--- config.mk ---
export PLATFORM = sky130hd
export DESIGN_NAME = asi_ram_arb
export DESIGN_NICKNAME = d
export VERILOG_FILES = /design/src/rtl/asi_pkg.sv /design/src/rtl/asi_ws_pipe.sv /design/src/rtl/asi_ram_arb.sv
export SDC_FILE = /design/constraint.sdc
export NUM_CORES = 1
export LEC_CHECK = 0
export ABC_AREA = 1
export BUFFER_PORTS_ARGS = -buffer_cell sky130_fd_sc_hd__buf_4
export CAP_MARGIN = 30
export CORE_AREA = 10 10 87 89
export DETAILED_ROUTE_END_ITERATION = 6
export DIE_AREA = 0 0 97 99
export HOLD_SLACK_MARGIN = 0.05
export PLACE_DENSITY_LB_ADDON = 0.05
export SYNTH_ARGS = -nofsm -noshare
export SYNTH_HDL_FRONTEND = slang
export SYNTH_SLANG_ARGS = --single-unit
--- constraint.sdc ---
create_clock -name usr_clk -period 2.5 [get_ports usr_clk]
set_input_delay 0.5 -clock usr_clk [delete_from_list [all_inputs] [get_ports usr_clk]]
set_output_delay 0.5 -clock usr_clk [all_outputs]
set_load 0.02 [all_outputs]
--- src/rtl/asi_pkg.sv ---
// Shared types and widths for the AXI slave user-side blocks.
package asi_pkg;

  localparam int AXI_AW     = 32;
  localparam int AXI_DW     = 32;
  localparam int AXI_WSTRBW = AXI_DW / 8;

  typedef enum logic [1:0] {IDLE, WBURST, RBURST} arb_state_e;
  typedef enum logic {OWN_WRITE, OWN_READ} owner_e;

  // Single requester wins outright; on a tie the side that did not own last wins.
  function automatic arb_state_e arb_pick(input logic wr, input logic rd, input owner_e last);
    arb_state_e pick;
    pick = IDLE;
    if (wr && rd)
      pick = (last == OWN_READ) ? WBURST : RBURST;
    else if (wr)
      pick = WBURST;
    else if (rd)
      pick = RBURST;
    return pick;
  endfunction

endpackage

--- src/rtl/asi_ws_pipe.sv ---
// 1-bit wait-state delay line; DEPTH=0 degenerates to a wire.
module asi_ws_pipe #(
  parameter int DEPTH = 2
) (
  input  logic usr_clk,
  input  logic usr_reset,
  input  logic din,
  output logic dout,
  output logic any_set
);

  generate
    if (DEPTH == 0) begin : g_wire
      assign dout    = din;
      assign any_set = 1'b0;
    end else begin : g_sr
      logic [DEPTH-1:0] sr;

      always_ff @(posedge usr_clk or posedge usr_reset) begin
        if (usr_reset) begin
          sr <= '0;
        end else begin
          sr[0] <= din;
          for (int i = 1; i < DEPTH; i++) sr[i] <= sr[i-1];
        end
      end

      assign dout    = sr[DEPTH-1];
      assign any_set = |sr;
    end
  endgenerate

endmodule

--- src/rtl/asi_ram_arb.sv ---
// Single-port RAM arbiter: whole-burst round-robin between write and read streams,
// with a beat cap against starvation and a fixed-latency read-valid pipe.
//
//   state  | meaning
//   IDLE   | no owner, RAM disabled
//   WBURST | write stream owns the RAM
//   RBURST | read stream owns the RAM
module asi_ram_arb import asi_pkg::*; #(
  parameter int SLV_WS    = 2,
  parameter int MAX_BEATS = 16
) (
  input  logic                  usr_clk,
  input  logic                  usr_reset,
  input  logic                  w_req,
  output logic                  w_gnt,
  input  logic [AXI_AW-1:0]     w_addr,
  input  logic [AXI_DW-1:0]     w_data,
  input  logic [AXI_WSTRBW-1:0] w_strb,
  input  logic                  w_last,
  input  logic                  r_req,
  output logic                  r_gnt,
  input  logic [AXI_AW-1:0]     r_addr,
  input  logic                  r_last,
  output logic                  r_dvalid,
  output logic [AXI_DW-1:0]     r_data,
  output logic                  ram_cs,
  output logic                  ram_we,
  output logic [AXI_AW-1:0]     ram_addr,
  output logic [AXI_DW-1:0]     ram_wdata,
  output logic [AXI_WSTRBW-1:0] ram_be,
  input  logic [AXI_DW-1:0]     ram_rdata,
  output logic                  busy
);

  localparam int CNT_W = $clog2(MAX_BEATS);

  arb_state_e       state, state_nxt;
  owner_e           last_owner, last_owner_nxt;
  logic [CNT_W-1:0] beat_cnt, beat_cnt_nxt;
  logic             cap_hit;
  logic             rd_issue;
  logic             pipe_busy;

  assign cap_hit = (beat_cnt == CNT_W'(MAX_BEATS - 1));

  always_ff @(posedge usr_clk or posedge usr_reset) begin
    if (usr_reset) begin
      state      <= IDLE;
      last_owner <= OWN_READ;
      beat_cnt   <= '0;
    end else begin
      state      <= state_nxt;
      last_owner <= last_owner_nxt;
      beat_cnt   <= beat_cnt_nxt;
    end
  end

  // The finishing owner's req on its last beat is that beat, not a new request,
  // so only the other side competes; a fresh burst from the same side goes via IDLE.
  always_comb begin
    state_nxt      = state;
    beat_cnt_nxt   = beat_cnt;
    last_owner_nxt = last_owner;
    case (state)
      IDLE: state_nxt = arb_pick(w_req, r_req, last_owner);
      WBURST: if (w_req) begin
        beat_cnt_nxt = beat_cnt + 1'b1;
        if (w_last) begin
          beat_cnt_nxt = '0;
          state_nxt    = arb_pick(1'b0, r_req, OWN_WRITE);
        end else if (cap_hit && r_req) begin
          beat_cnt_nxt = '0;
          state_nxt    = RBURST;
        end
      end
      RBURST: if (r_req) begin
        beat_cnt_nxt = beat_cnt + 1'b1;
        if (r_last) begin
          beat_cnt_nxt = '0;
          state_nxt    = arb_pick(w_req, 1'b0, OWN_READ);
        end else if (cap_hit && w_req) begin
          beat_cnt_nxt = '0;
          state_nxt    = WBURST;
        end
      end
      default: state_nxt = IDLE;
    endcase
    if (state != IDLE && state_nxt != state)
      last_owner_nxt = (state == WBURST) ? OWN_WRITE : OWN_READ;
  end

  always_comb begin
    ram_cs    = 1'b0;
    ram_we    = 1'b0;
    ram_addr  = '0;
    ram_wdata = '0;
    ram_be    = '0;
    case (state)
      WBURST: begin
        ram_cs    = w_req;
        ram_we    = 1'b1;
        ram_addr  = w_addr;
        ram_wdata = w_data;
        ram_be    = w_strb;
      end
      RBURST: begin
        ram_cs   = r_req;
        ram_addr = r_addr;
        ram_be   = '1;
      end
      default: ;
    endcase
  end

  assign w_gnt    = (state == WBURST);
  assign r_gnt    = (state == RBURST);
  assign rd_issue = ram_cs && !ram_we;
  assign r_data   = ram_rdata;
  assign busy     = (state != IDLE) || pipe_busy;

  asi_ws_pipe #(.DEPTH(SLV_WS)) u_ws_pipe (
    .usr_clk   (usr_clk),
    .usr_reset (usr_reset),
    .din       (rd_issue),
    .dout      (r_dvalid),
    .any_set   (pipe_busy)
  );

endmodule

======== Word-level counts from Yosys, hierarchy flattened ========
Index checks and enable logic that the tools add are counted.
storage, ports and cells
  bits in registers ....................... 9
  input bits .............................. 138
  output and inout bits ................... 106
  logic and storage cells ................. 48
operators by class
  add/subtract/negate cells ............... 1
  eq/ne operators ......................... 6
  multiplexer cells ....................... 25
  reductions and logical operators ........ 12
operators by type and width
  kind                   count
  $pmux W32 S2           1
  $mux W32               1
  $mux W4                6
  $mux W2                10
  $pmux W4 S2            2
  $pmux W2 S3            1
  $logic_and A1 B1 Y1    5
  $add A4 B1 Y4 const B  1
  $eq A4 B4 Y1 const B   1
  $ne A2 B2 Y1 const B   2
  $reduce_bool A2 Y1     2
  $mux W1                3
  $reduce_and A3 Y1      1
  $eq A2 B1 Y1 const B   1
  $eq A2 B2 Y1 const B   1
  $logic_not A2 Y1       1
  $ne A2 B2 Y1           1
  $pmux W1 S2            1
  $reduce_or A2 Y1       1
  $logic_not A1 Y1       1
  $logic_or A1 B1 Y1     1

======== Logic depth before layout (Yosys ltp) ========
Gate-level depths: netlist (run 1).
  word-level depth ........................ 8
  gate-level depth with buffers ........... 14

======== Cells and area by module ========
A second synthesis (run 1) with hierarchy kept.
unflattened totals
  cells, all modules ...................... 313
  area, all modules ....................... 1654.1 um^2
modules (own cells, without submodules)
  module       times used  cells an instance  area an instance (um^2)  sequential area each (um^2)
  asi_ram_arb  1           307                1589.0                   176.4
  asi_ws_pipe  1           6                  65.1                     50.0

======== Least setup slack after synthesis (run 1) ========
OpenSTA, ideal clock, no wires.
  path type ............................... reg-to-output
  from .................................... reg state[1]
  to ...................................... out ram_wdata[11]
  arrival ................................. 1.775 ns
  required time ........................... 2.000 ns
  setup slack ............................. 0.225 ns
  cell stages (with the launch flop) ...... 8
  buffers on the path ..................... 3
  path through ............................ dfrtp_1 inv_2 ha_1 buf_2 clkbuf_1 clkbuf_1 nand2_1 inv_1
between the ends
  longest elaborated chain between the ends .. 2
ends and longest elaborated chain
  element                   RTL line           source
  start: declaration        asi_ram_arb.sv:37  arb_state_e state, state_nxt;
  start signal: assignment  asi_ram_arb.sv:52  state <= state_nxt;
  $eq A2 B1 Y1              asi_ram_arb.sv:98  case (state)
  $mux W32                  asi_ram_arb.sv:98
  end: declaration          asi_ram_arb.sv:29  output logic [AXI_DW-1:0] ram_wdata,
Every way passes these cells.

======== Worst setup path after layout (run 1) ========
  from .................................... reg state[0]
  to ...................................... out ram_be[0]
between the ends
  longest elaborated chain between the ends .. 2
ends and longest elaborated chain
  element                                              RTL line           source
  $eq A2 B2 Y1 / $eq A2 B1 Y1 (equally long branches)  asi_ram_arb.sv:98
  $pmux W4 S2 *                                        asi_ram_arb.sv:98
  end: declaration                                     asi_ram_arb.sv:30  output logic [AXI_WSTRBW-1:0] ram_be,
Mark *: on every way between the ends. The rest lies on a longest branch, timed or not.

==> results of run 1 <==
report_power, final:
part | switching [W] | internal, W | total (W)
logic | 0.00144 | 0.000922 | 0.00237
clock network | 0.0000657 | 0.000109 | 0.000175
registers | 0.0000502 | 0.000204 | 0.000254
cell usage after synthesis:
master / n / area (µm²)
nand2_1: 130 / 488
inv_1: 46 / 173
a21oi_1: 41 / 205
buf_4: 33 / 248
buf_1: 9 / 33.8
dfrtp_1: 8 / 200
inv_2: 7 / 26.3
nor2_1: 6 / 22.5
ha_1: 5 / 62.6
nand3_1: 5 / 25.0
o21ai_1: 5 / 25.0
clkbuf_1: 4 / 15.0
nand4_1: 3 / 18.8
buf_2: 2 / 10.0
a21boi_1: 1 / 7.51
a31oi_1: 1 / 6.26
clkinv_1: 1 / 3.75
dfstp_2: 1 / 26.3
nand3b_1: 1 / 7.51
o21a_1: 1 / 7.51
o31ai_1: 1 / 7.51
xor2_1: 1 / 8.76
routing by layer:
metal / global-route usage (%) / part of all wire (%)
met5: 0 / 0
met4: 4.54 / 2.0
met3: 7.12 / 11
met2: 29.6 / 52
met1: 16.0 / 36
repair_timing:
item | CTS | global route
setup endpoints to repair | 0 | 9
hold buffers | 0 | 0
resized for setup | 0 | 2
worst paths after layout:
path / to / cells after the start / slack (ps) / from
max: ram_be[0] / 6 / 180 / state[0]
min: beat_cnt[2] / 2 / 240 / usr_reset
max reg2reg: last_owner / 14 / 460 / state[0]
min reg2reg: u_ws_pipe.g_sr.sr[1] / 0 / 380 / u_ws_pipe.g_sr.sr[0]
max in group asynchronous: last_owner / 2 / 1950 / usr_reset
min in group usr_clk: u_ws_pipe.g_sr.sr[1] / 0 / 380 / u_ws_pipe.g_sr.sr[0]
registers in the layout, indices dropped and copies added (netlist names):
signal and cells:
beat_cnt 4, last_owner 1, state 2, u_ws_pipe.g_sr.sr 2
kinds of logic after synthesis:
logic type	Yosys count	share of synthesized area [%]
and+or+nand+nor	145	34.5
xor gates and xnor gates	1	0.538
DFF	9	13.9
buffers and inverters	102	31.3
AOI/OAI and AO/OA	50	15.9
adders and majority gates	5	3.84
layout make-up:
cell class / instances / area, µm²
fill: 631 / 2970
timing repair buffer: 184 / 1410
multi-input combinational: 201 / 905
sequential: 9 / 226
inverter: 54 / 203
tap: 75 / 93.8
clock buffer: 3 / 41.3
clock inverter: 1 / 5.00
metrics by stage:
step	util [%]	instance area, µm²
after CTS	49.1	2870
final	49.3	2880
after floorplan	-	1630
after global placement	48.3	2820
after detailed placement	48.3	2820
after global routing	49.3	2880
==> results.json, run 1 <==
{
  "synth.net_count": 455,
  "final_antenna_net_count": 0,
  "report.power.total_w": 0.00280,
  "worst_hold_path_type": "input port to async pin",
  "max_freq_mhz": 431,
  "placeableCoreArea_um2": 5850,
  "avgRoutedWirePerCell_um": 16.0,
  "result_of_the_run": "finished, final reports clean",
  "cts.clk_slew.worst_paths_ps": 50,
  "post-cts-setup-buffers": 0,
  "post_synth_instance_area_um2": 1630,
  "postSynthCellCount": 312,
  "drv.max_cap_violation_count": 0,
  "final_cells": 527,
  "worstPathBufferInverterCount": 4,
  "initial_utilization_pct": 27.8,
  "timing.critical_path.required_ps": 2000,
  "routed_wirelength_mm": 8.43,
  "power.density_cell_area_nw_per_um2": 969,
  "startpoint_type": "register",
  "port_buffers": 179,
  "fin_ws_ps": 179,
  "post_drt_via_cell_ratio": 4.37,
  "worst-path-max-fanout": 31,
  "hold_viol": 0,
  "clk_latency_ps": 240,
  "crit_family": "buffers and inverters",
  "syn_avg_cell_area_um2": 5.22,
  "clock-sinks": 9,
  "root_buffer": "clkbuf_8",
  "detailedRoute.firstPassIterationCount": 4,
  "grt_max_degree": 38,
  "floorplan.rows": 28,
  "number_of_antenna_violations_at_the_first_check_in_global_routing": 0,
  "setup_violations": 0,
  "num_antenna_cells": 0,
  "timing.setup.tns_ps": 0,
  "ctsLongestPathBuffers": 2,
  "ys_seq_area_share_pct": 13.9,
  "routed-via-count": 2305,
  "detail_route.iter0.violations": 65,
  "finalClockSkew_ps": 2.76,
  "post_route_cells_drive_above_1_share_pct": 43.6,
  "global_route_wire_length_before_repair_mm": 12.8,
  "floorplan.die_area_um2": 9600,
  "timing.critical_path.slowest_cell_delay_ps": 460,
  "total_leakage_power_nw": 1.80,
  "endpoint_kind": "primary output",
  "peakVddDrop_v": 0.000420,
  "dp_worst_setup_slack_ps": 370,
  "slew_headroom_pct": 75.3,
  "mostFrequentLayoutCells": "181 x buf_4, 130 x nand2_1, 46 x inv_1",
  "synth_cell_type_count": 22,
  "htreeDepth": 1,
  "die-height_um": 99,
  "crit_path_top_delay_cell": "dfrtp_1",
  "worst-slew-pin-transition_ps": 370,
  "dieWidth_um": 97,
  "unrepaired_setup_endpoints_after_global_routing": "no",
  "mostFrequentLayoutCell": "buf_4",
  "dp_hpwl_mm": 7.29,
  "number_of_synthesized_register_bits": 9,
  "yosysWarnings": 0,
  "globalRouteOverflowTotal": 0,
  "floorplan.io_pins": 244,
  "areaGrowthSynthToFinish_pct": 77.2,
  "final_period_minus_worst_setup_slack_ps": 2320,
  "cp_cell_sequence": "inv_2 -> ha_1 -> buf_6 -> inv_1 -> a21oi_1 -> buf_4",
  "cts-buffers-inserted": 3,
  "numPlacedInstances": 523,
  "final.period_utilization_pct": 92.8,
  "worstPathArrival_ps": 1820,
  "setup_cp_type": "register to primary output",
  "finalWeightedCongestion": 0.871,
  "fin_hold_ws_ps": 237,
  "layout.nets": 596,
  "grt_pass1_vias": 2378,
  "track_usage_pct": 16.1,
  "drc_errors": 0,
  "report.final.slew_viol_count": 0,
  "cts_tree": "done"
}
No activity file was read; power rests on OpenSTA's default activity.
==> run 2: changes to the inputs <==
--- a/config.mk
+++ b/config.mk
@@ -6,13 +6,15 @@
 export NUM_CORES = 1
 export LEC_CHECK = 0
 export ABC_AREA = 1
+export ABC_CLOCK_PERIOD_IN_PS = 2500
 export BUFFER_PORTS_ARGS = -buffer_cell sky130_fd_sc_hd__buf_4
 export CAP_MARGIN = 30
 export CORE_AREA = 10 10 87 89
 export DETAILED_ROUTE_END_ITERATION = 6
 export DIE_AREA = 0 0 97 99
+export GPL_TIMING_DRIVEN = 0
 export HOLD_SLACK_MARGIN = 0.05
-export PLACE_DENSITY_LB_ADDON = 0.05
+export PLACE_DENSITY_LB_ADDON = 0.3
 export SYNTH_ARGS = -nofsm -noshare
 export SYNTH_HDL_FRONTEND = slang
 export SYNTH_SLANG_ARGS = --single-unit
==> run 2 against run 1 <==
Clock power down 6%; non-clock buffer count up 75; sequential share of layout area down 1.2 points; cell count up 14%; via count up 12%; count of clock-buffer cells in the layout unchanged; routed wire length up 12%; hold slack worse by 16 ps; critical path depth up 1; critical endpoint is now ram_addr[27]; largest cell class unchanged; largest power group unchanged.
==> results.json, run 2 (synthesis results as in run 1) <==
{
  "final.period_utilization_pct": 93.9,
  "fin_ws_ps": 154,
  "endpoint_kind": "primary output",
  "clock-sinks": 9,
  "routed_wirelength_mm": 9.49,
  "crit_path_top_delay_cell": "dfrtp_1",
  "report.power.total_w": 0.00292,
  "startpoint_type": "register",
  "r2r_end": "beat_cnt[3]",
  "peakVddDrop_v": 0.000508,
  "dp_hpwl_mm": 8.48,
  "track_usage_pct": 17.9,
  "placeableCoreArea_um2": 5850,
  "power.density_cell_area_nw_per_um2": 863,
  "final_period_minus_worst_setup_slack_ps": 2350,
  "worstPathArrival_ps": 1850,
  "final_design_area_no_fill_um2": 3390,
  "die-height_um": 99,
  "total_leakage_power_nw": 2.15,
  "finalWeightedCongestion": 0.940,
  "cp_cell_sequence": "inv_2 -> ha_2 -> buf_4 -> clkbuf_2 -> nand2_1 -> a21oi_1 -> buf_4",
  "cts-buffers-inserted": 3,
  "drv.max_cap_violation_count": 0,
  "result_of_the_run": "finished, final reports clean",
  "clk_latency_ps": 230,
  "floorplan.die_area_um2": 9600,
  "number_of_antenna_violations_at_the_first_check_in_global_routing": 0,
  "reg2reg_setup_slack_ps": 670,
  "layout.nets": 671,
  "setup_cp_type": "register to primary output",
  "detail_route.iter0.violations": 93,
  "cts_tree": "done",
  "root_buffer": "clkbuf_8",
  "worst-slew-pin-transition_ps": 366,
  "globalRouteOverflowTotal": 0,
  "detailedRoute.firstPassIterationCount": 4,
  "dp_worst_setup_slack_ps": -105,
  "hold_viol": 0,
  "dieWidth_um": 97,
  "timing.critical_path.required_ps": 2000,
  "slew_headroom_pct": 75.6,
  "final_core_utilization_pct": 57.9,
  "worst_hold_path_type": "input port to async pin",
  "post-cts-setup-buffers": 0,
  "fin_hold_ws_ps": 221,
  "grt_pass1_vias": 2637,
  "floorplan.io_pins": 244,
  "path_common_cell": "buf_4",
  "initial_utilization_pct": 27.8,
  "setup_violations": 0,
  "timing.rr.start": "state[0]",
  "htreeDepth": 1,
  "largest_registers": "beat_cnt x4, state x2, u_ws_pipe.g_sr.sr x2",
  "areaGrowthSynthToFinish_pct": 108,
  "num_antenna_cells": 0,
  "cts.clk_slew.worst_paths_ps": 50,
  "ctsLongestPathBuffers": 2,
  "port_buffers": 211,
  "max_freq_mhz": 426,
  "mostFrequentLayoutCell": "buf_4",
  "report.final.slew_viol_count": 0,
  "grt_max_degree": 11,
  "mostFrequentLayoutCells": "246 x buf_4, 130 x nand2_1, 46 x inv_1",
  "cts_hold_buffers": 0,
  "worst-path-max-fanout": 10,
  "largest_register_by_flop_count": "beat_cnt",
  "drc_errors": 0,
  "floorplan.rows": 28,
  "global_route_wire_length_before_repair_mm": 14.2,
  "post_drt_via_cell_ratio": 4.30,
  "avgRoutedWirePerCell_um": 15.8,
  "post_route_cells_drive_above_1_share_pct": 51.4,
  "placement.cell_area_um2": 3310,
  "routed-via-count": 2589,
  "timing.critical_path.slowest_cell_delay_ps": 420,
  "reg2reg_depth": 10,
  "finalClockSkew_ps": 2.78,
  "final_antenna_net_count": 0,
  "largest_reg_flops": 4
}
[run 2: cell count changes in the layout (fill, tap and decap cells not counted)]
cell / change
buf_1: +1
buf_6: -1
clkbuf_2: +4
clkbuf_4: +5
buf_12: -2
ha_4: -1
buf_4: +65
ha_2: +1
buf_2: +3
[run 2: how the worst max path moves through the flow]
| stage | startpoint | endpoint | slack (ps) | depth (start not counted) |
|---|---|---|---|---|
| floorplan | state[1] | ram_wdata[11] | 220 | 7 |
| global placement | state[1] | ram_wdata[26] | -60 | 8 |
| detailed placement | state[1] | ram_wdata[19] | -110 | 8 |
| CTS | state[1] | ram_wdata[19] | 40 | 8 |
| global route | state[1] | ram_addr[27] | -2 | 7 |
| finish | state[1] | ram_addr[27] | 150 | 7 |
[run 2: stage by stage]
stage,std cells,TNS (ps)
final,602,0
after global routing,602,-1.54
after CTS,602,0
after detailed placement,598,-1800
after global placement,598,-937
after floorplan,312,0
[run 2: area by class of cell]
type                            instances  area, µm²
Inverter                               54        203
Tap cell                               75       93.8
Multi-Input combinational cell        201        895
Sequential cell                         9        226
Clock inverter                          1       5.00
Timing Repair Buffer                  211       1580
Clock buffer                            3       41.3
Fill cell                             579       2460
Buffer                                 48        339
[run 2: power by group]
part           leakage (nW)  internal, W  switching, W  total (W)
logic                  2.00     0.000978       0.00153    0.00251
clock network        0.0255     0.000108     0.0000555   0.000164
registers             0.117     0.000204     0.0000456   0.000250
total                  2.15      0.00129       0.00163    0.00292
[run 2: timing repair]
| action | 4_1_cts | 5_1_grt |
|---|---|---|
| endpoints found under the setup margin | 56 | 59 |
| gates resized for setup | 11 | 12 |
| gates cloned | 0 | 0 |
[run 2: worst max-delay path, delay by kind of cell, from the launching register on]
family | cells | cell delay (ps)
flip-flops | 1 | 420
AND/OR/NAND/NOR | 1 | 70
buffers and inverters | 4 | 710
AO/OA/AOI/OAI | 1 | 190
adder cells (fa/ha/maj) | 1 | 220
[run 2: per-layer routing]
layer	routed length (µm)	up-vias	share of wire [%]	global-route usage [%]
met5	0	-	0	0
met4	63	0	0.66	3.86
met3	984	4	10	7.26
met2	5030	160	53	33.3
met1	3410	1089	36	18.4
li1	-	1336	-	-
==> run 3: changes to the inputs <==
--- a/config.mk
+++ b/config.mk
@@ -9,12 +9,13 @@
 export ABC_CLOCK_PERIOD_IN_PS = 2500
 export BUFFER_PORTS_ARGS = -buffer_cell sky130_fd_sc_hd__buf_4
 export CAP_MARGIN = 30
-export CORE_AREA = 10 10 87 89
+export CORE_AREA = 2 2 94 96
 export DETAILED_ROUTE_END_ITERATION = 6
-export DIE_AREA = 0 0 97 99
+export DIE_AREA = 0 0 96 98
 export GPL_TIMING_DRIVEN = 0
 export HOLD_SLACK_MARGIN = 0.05
 export PLACE_DENSITY_LB_ADDON = 0.3
+export REMOVE_ABC_BUFFERS = 1
 export SYNTH_ARGS = -nofsm -noshare
 export SYNTH_HDL_FRONTEND = slang
 export SYNTH_SLANG_ARGS = --single-unit
==> run 3 against run 2 <==
Routed wire length shrank 0.15%; sequential cell count is the same; core utilization shrank 23 points; global-route usage shrank 0.18 points; hold slack gained 17 ps; fmax grew 0.45%; setup slack gained 11 ps; largest cell class unchanged.
==> results.json, run 3 (synthesis results as in run 1) <==
{
  "result_of_the_run": "finished, final reports clean",
  "clock-sinks": 9,
  "drc_errors": 0,
  "cts_tree": "done",
  "max_freq_mhz": 428,
  "final_antenna_net_count": 0,
  "total_leakage_power_nw": 1.80,
  "report.power.total_w": 0.00286,
  "final_cells": 561,
  "final_core_utilization_pct": 34.8,
  "finalWeightedCongestion": 0.828,
  "hold_viol": 0,
  "floorplan.rows": 34,
  "final_period_minus_worst_setup_slack_ps": 2340,
  "setup_violations": 0,
  "setup.worst_path.start": "state[0]",
  "post_route_cells_drive_above_1_share_pct": 43.7,
  "areaGrowthSynthToFinish_pct": 80.9,
  "floorplan.io_pins": 244,
  "detail_route.iter0.violations": 95,
  "worst_hold_path_type": "input port to async pin",
  "htreeDepth": 1,
  "largest_reg_flops": 4,
  "initial_utilization_pct": 19.2,
  "largest_registers": "beat_cnt x4, state x2, u_ws_pipe.g_sr.sr x2",
  "ctsLongestPathBuffers": 2,
  "fillCellCount": 974,
  "placeableCoreArea_um2": 8470,
  "post_drt_via_cell_ratio": 4.28,
  "unrepaired_setup_endpoints_after_global_routing": "no",
  "cts_hold_buffers": 0,
  "port_buffers": 179,
  "reg2reg_depth": 9,
  "finalClockSkew_ps": 5.66,
  "dieWidth_um": 96,
  "setup_cp_type": "register to primary output",
  "drv.max_cap_violation_count": 0,
  "cts.clk_slew.worst_paths_ps": 50,
  "worst-path-max-fanout": 37,
  "track_usage_pct": 17.8,
  "placement.cell_area_um2": 2830,
  "grtUsageMet2_pct": 21.3,
  "report.final.slew_viol_count": 0,
  "worstPathArrival_ps": 1840,
  "number_of_antenna_violations_at_the_first_check_in_global_routing": 7,
  "floorplan.die_area_um2": 9410,
  "worst-slew-pin-transition_ps": 403,
  "largest_register_by_flop_count": "beat_cnt",
  "avgRoutedWirePerCell_um": 16.9,
  "final_design_area_no_fill_um2": 2950,
  "met3_usage_pct": 14.7,
  "endpoint_kind": "primary output",
  "layout.nets": 595,
  "grt_max_degree": 41,
  "power.density_cell_area_nw_per_um2": 972,
  "cts-buffers-inserted": 3,
  "slew_headroom_pct": 73.1,
  "global_route_wire_length_before_repair_mm": 12.3,
  "clk_latency_ps": 240,
  "global_route.usage.met1_pct": 24.8,
  "globalRouteOverflowTotal": 0,
  "timing.rr.start": "state[1]",
  "final-seq-area_um2": 226,
  "mostFrequentLayoutCell": "buf_4",
  "final.period_utilization_pct": 93.4,
  "peakVddDrop_v": 0.000651,
  "root_buffer": "clkbuf_8",
  "global_route.peak_usage_layer": "met1",
  "numPlacedInstances": 552,
  "routed_wirelength_mm": 9.47,
  "startpoint_type": "register",
  "multi_input_area_um2": 921,
  "timing.setup.tns_ps": 0,
  "detailedRoute.firstPassIterationCount": 4,
  "mostFrequentLayoutCells": "179 x buf_4, 130 x nand2_1, 46 x inv_1",
  "die-height_um": 98,
  "grt_pass1_vias": 2154,
  "dp_hpwl_mm": 7.58,
  "routed-via-count": 2400,
  "timing.critical_path.required_ps": 2000
}
[run 3: cell count changes in the layout (fill, tap and decap cells not counted), sizes merged]
cell	change
buf	-68
diode	+2
clkinv	-1
clkbuf	-7
[run 3: final timing paths]
kind | endpoint | slack (ps)
worst max-delay path | ram_be[1] | 160
worst min-delay path | beat_cnt[2] | 240
worst max register to register | beat_cnt[3] | 480
worst min register to register | u_ws_pipe.g_sr.sr[1] | 380
max in group asynchronous | last_owner | 1940
min in group usr_clk | u_ws_pipe.g_sr.sr[1] | 380
[run 3: final cells by class]
cell class                      instances  share of cell area [%]
Timing Repair Buffer                  183                    47.8
Multi-Input combinational cell        201                    31.3
Sequential cell                         9                    7.69
Inverter                               54                    6.97
Tap cell                              108                    4.59
Clock buffer                            4                    1.53
Antenna cell                            2                   0.170
[run 3: worst max-delay path, stage by stage, from the launching register on]
cell,delay [ps]
dfrtp_1,470
inv_2,110
ha_1,340
inv_4,310
a21oi_1,170
buf_4,200
[run 3: report_power, final]
group | switching (W) | internal (W)
registers | 0.0000580 | 0.000204
logic | 0.00152 | 0.000911
clock network | 0.0000623 | 0.000112
[run 3: metrics by stage]
stage	setup slack [ps]	hold slack, ps
6_report	164	237
4_1_cts	30.0	258
5_1_grt	59.4	275
3_3_place_gp	-1310	366
3_5_place_dp	-129	374
2_1_floorplan	-589	327
[run 3: timing repair]
action | in CTS | in global routing
resized for setup | 3 | 1
cloned | 0 | 0
setup buffers | 1 | 2
pin swaps | 0 | 0
endpoints found under the setup margin | 45 | 15
[run 3: per-layer routing]
metal	up-vias	share of wire, %
met4	8	0.41
li1	1189	-
met5	-	0.92
met1	1021	44
met3	12	19
met2	170	35
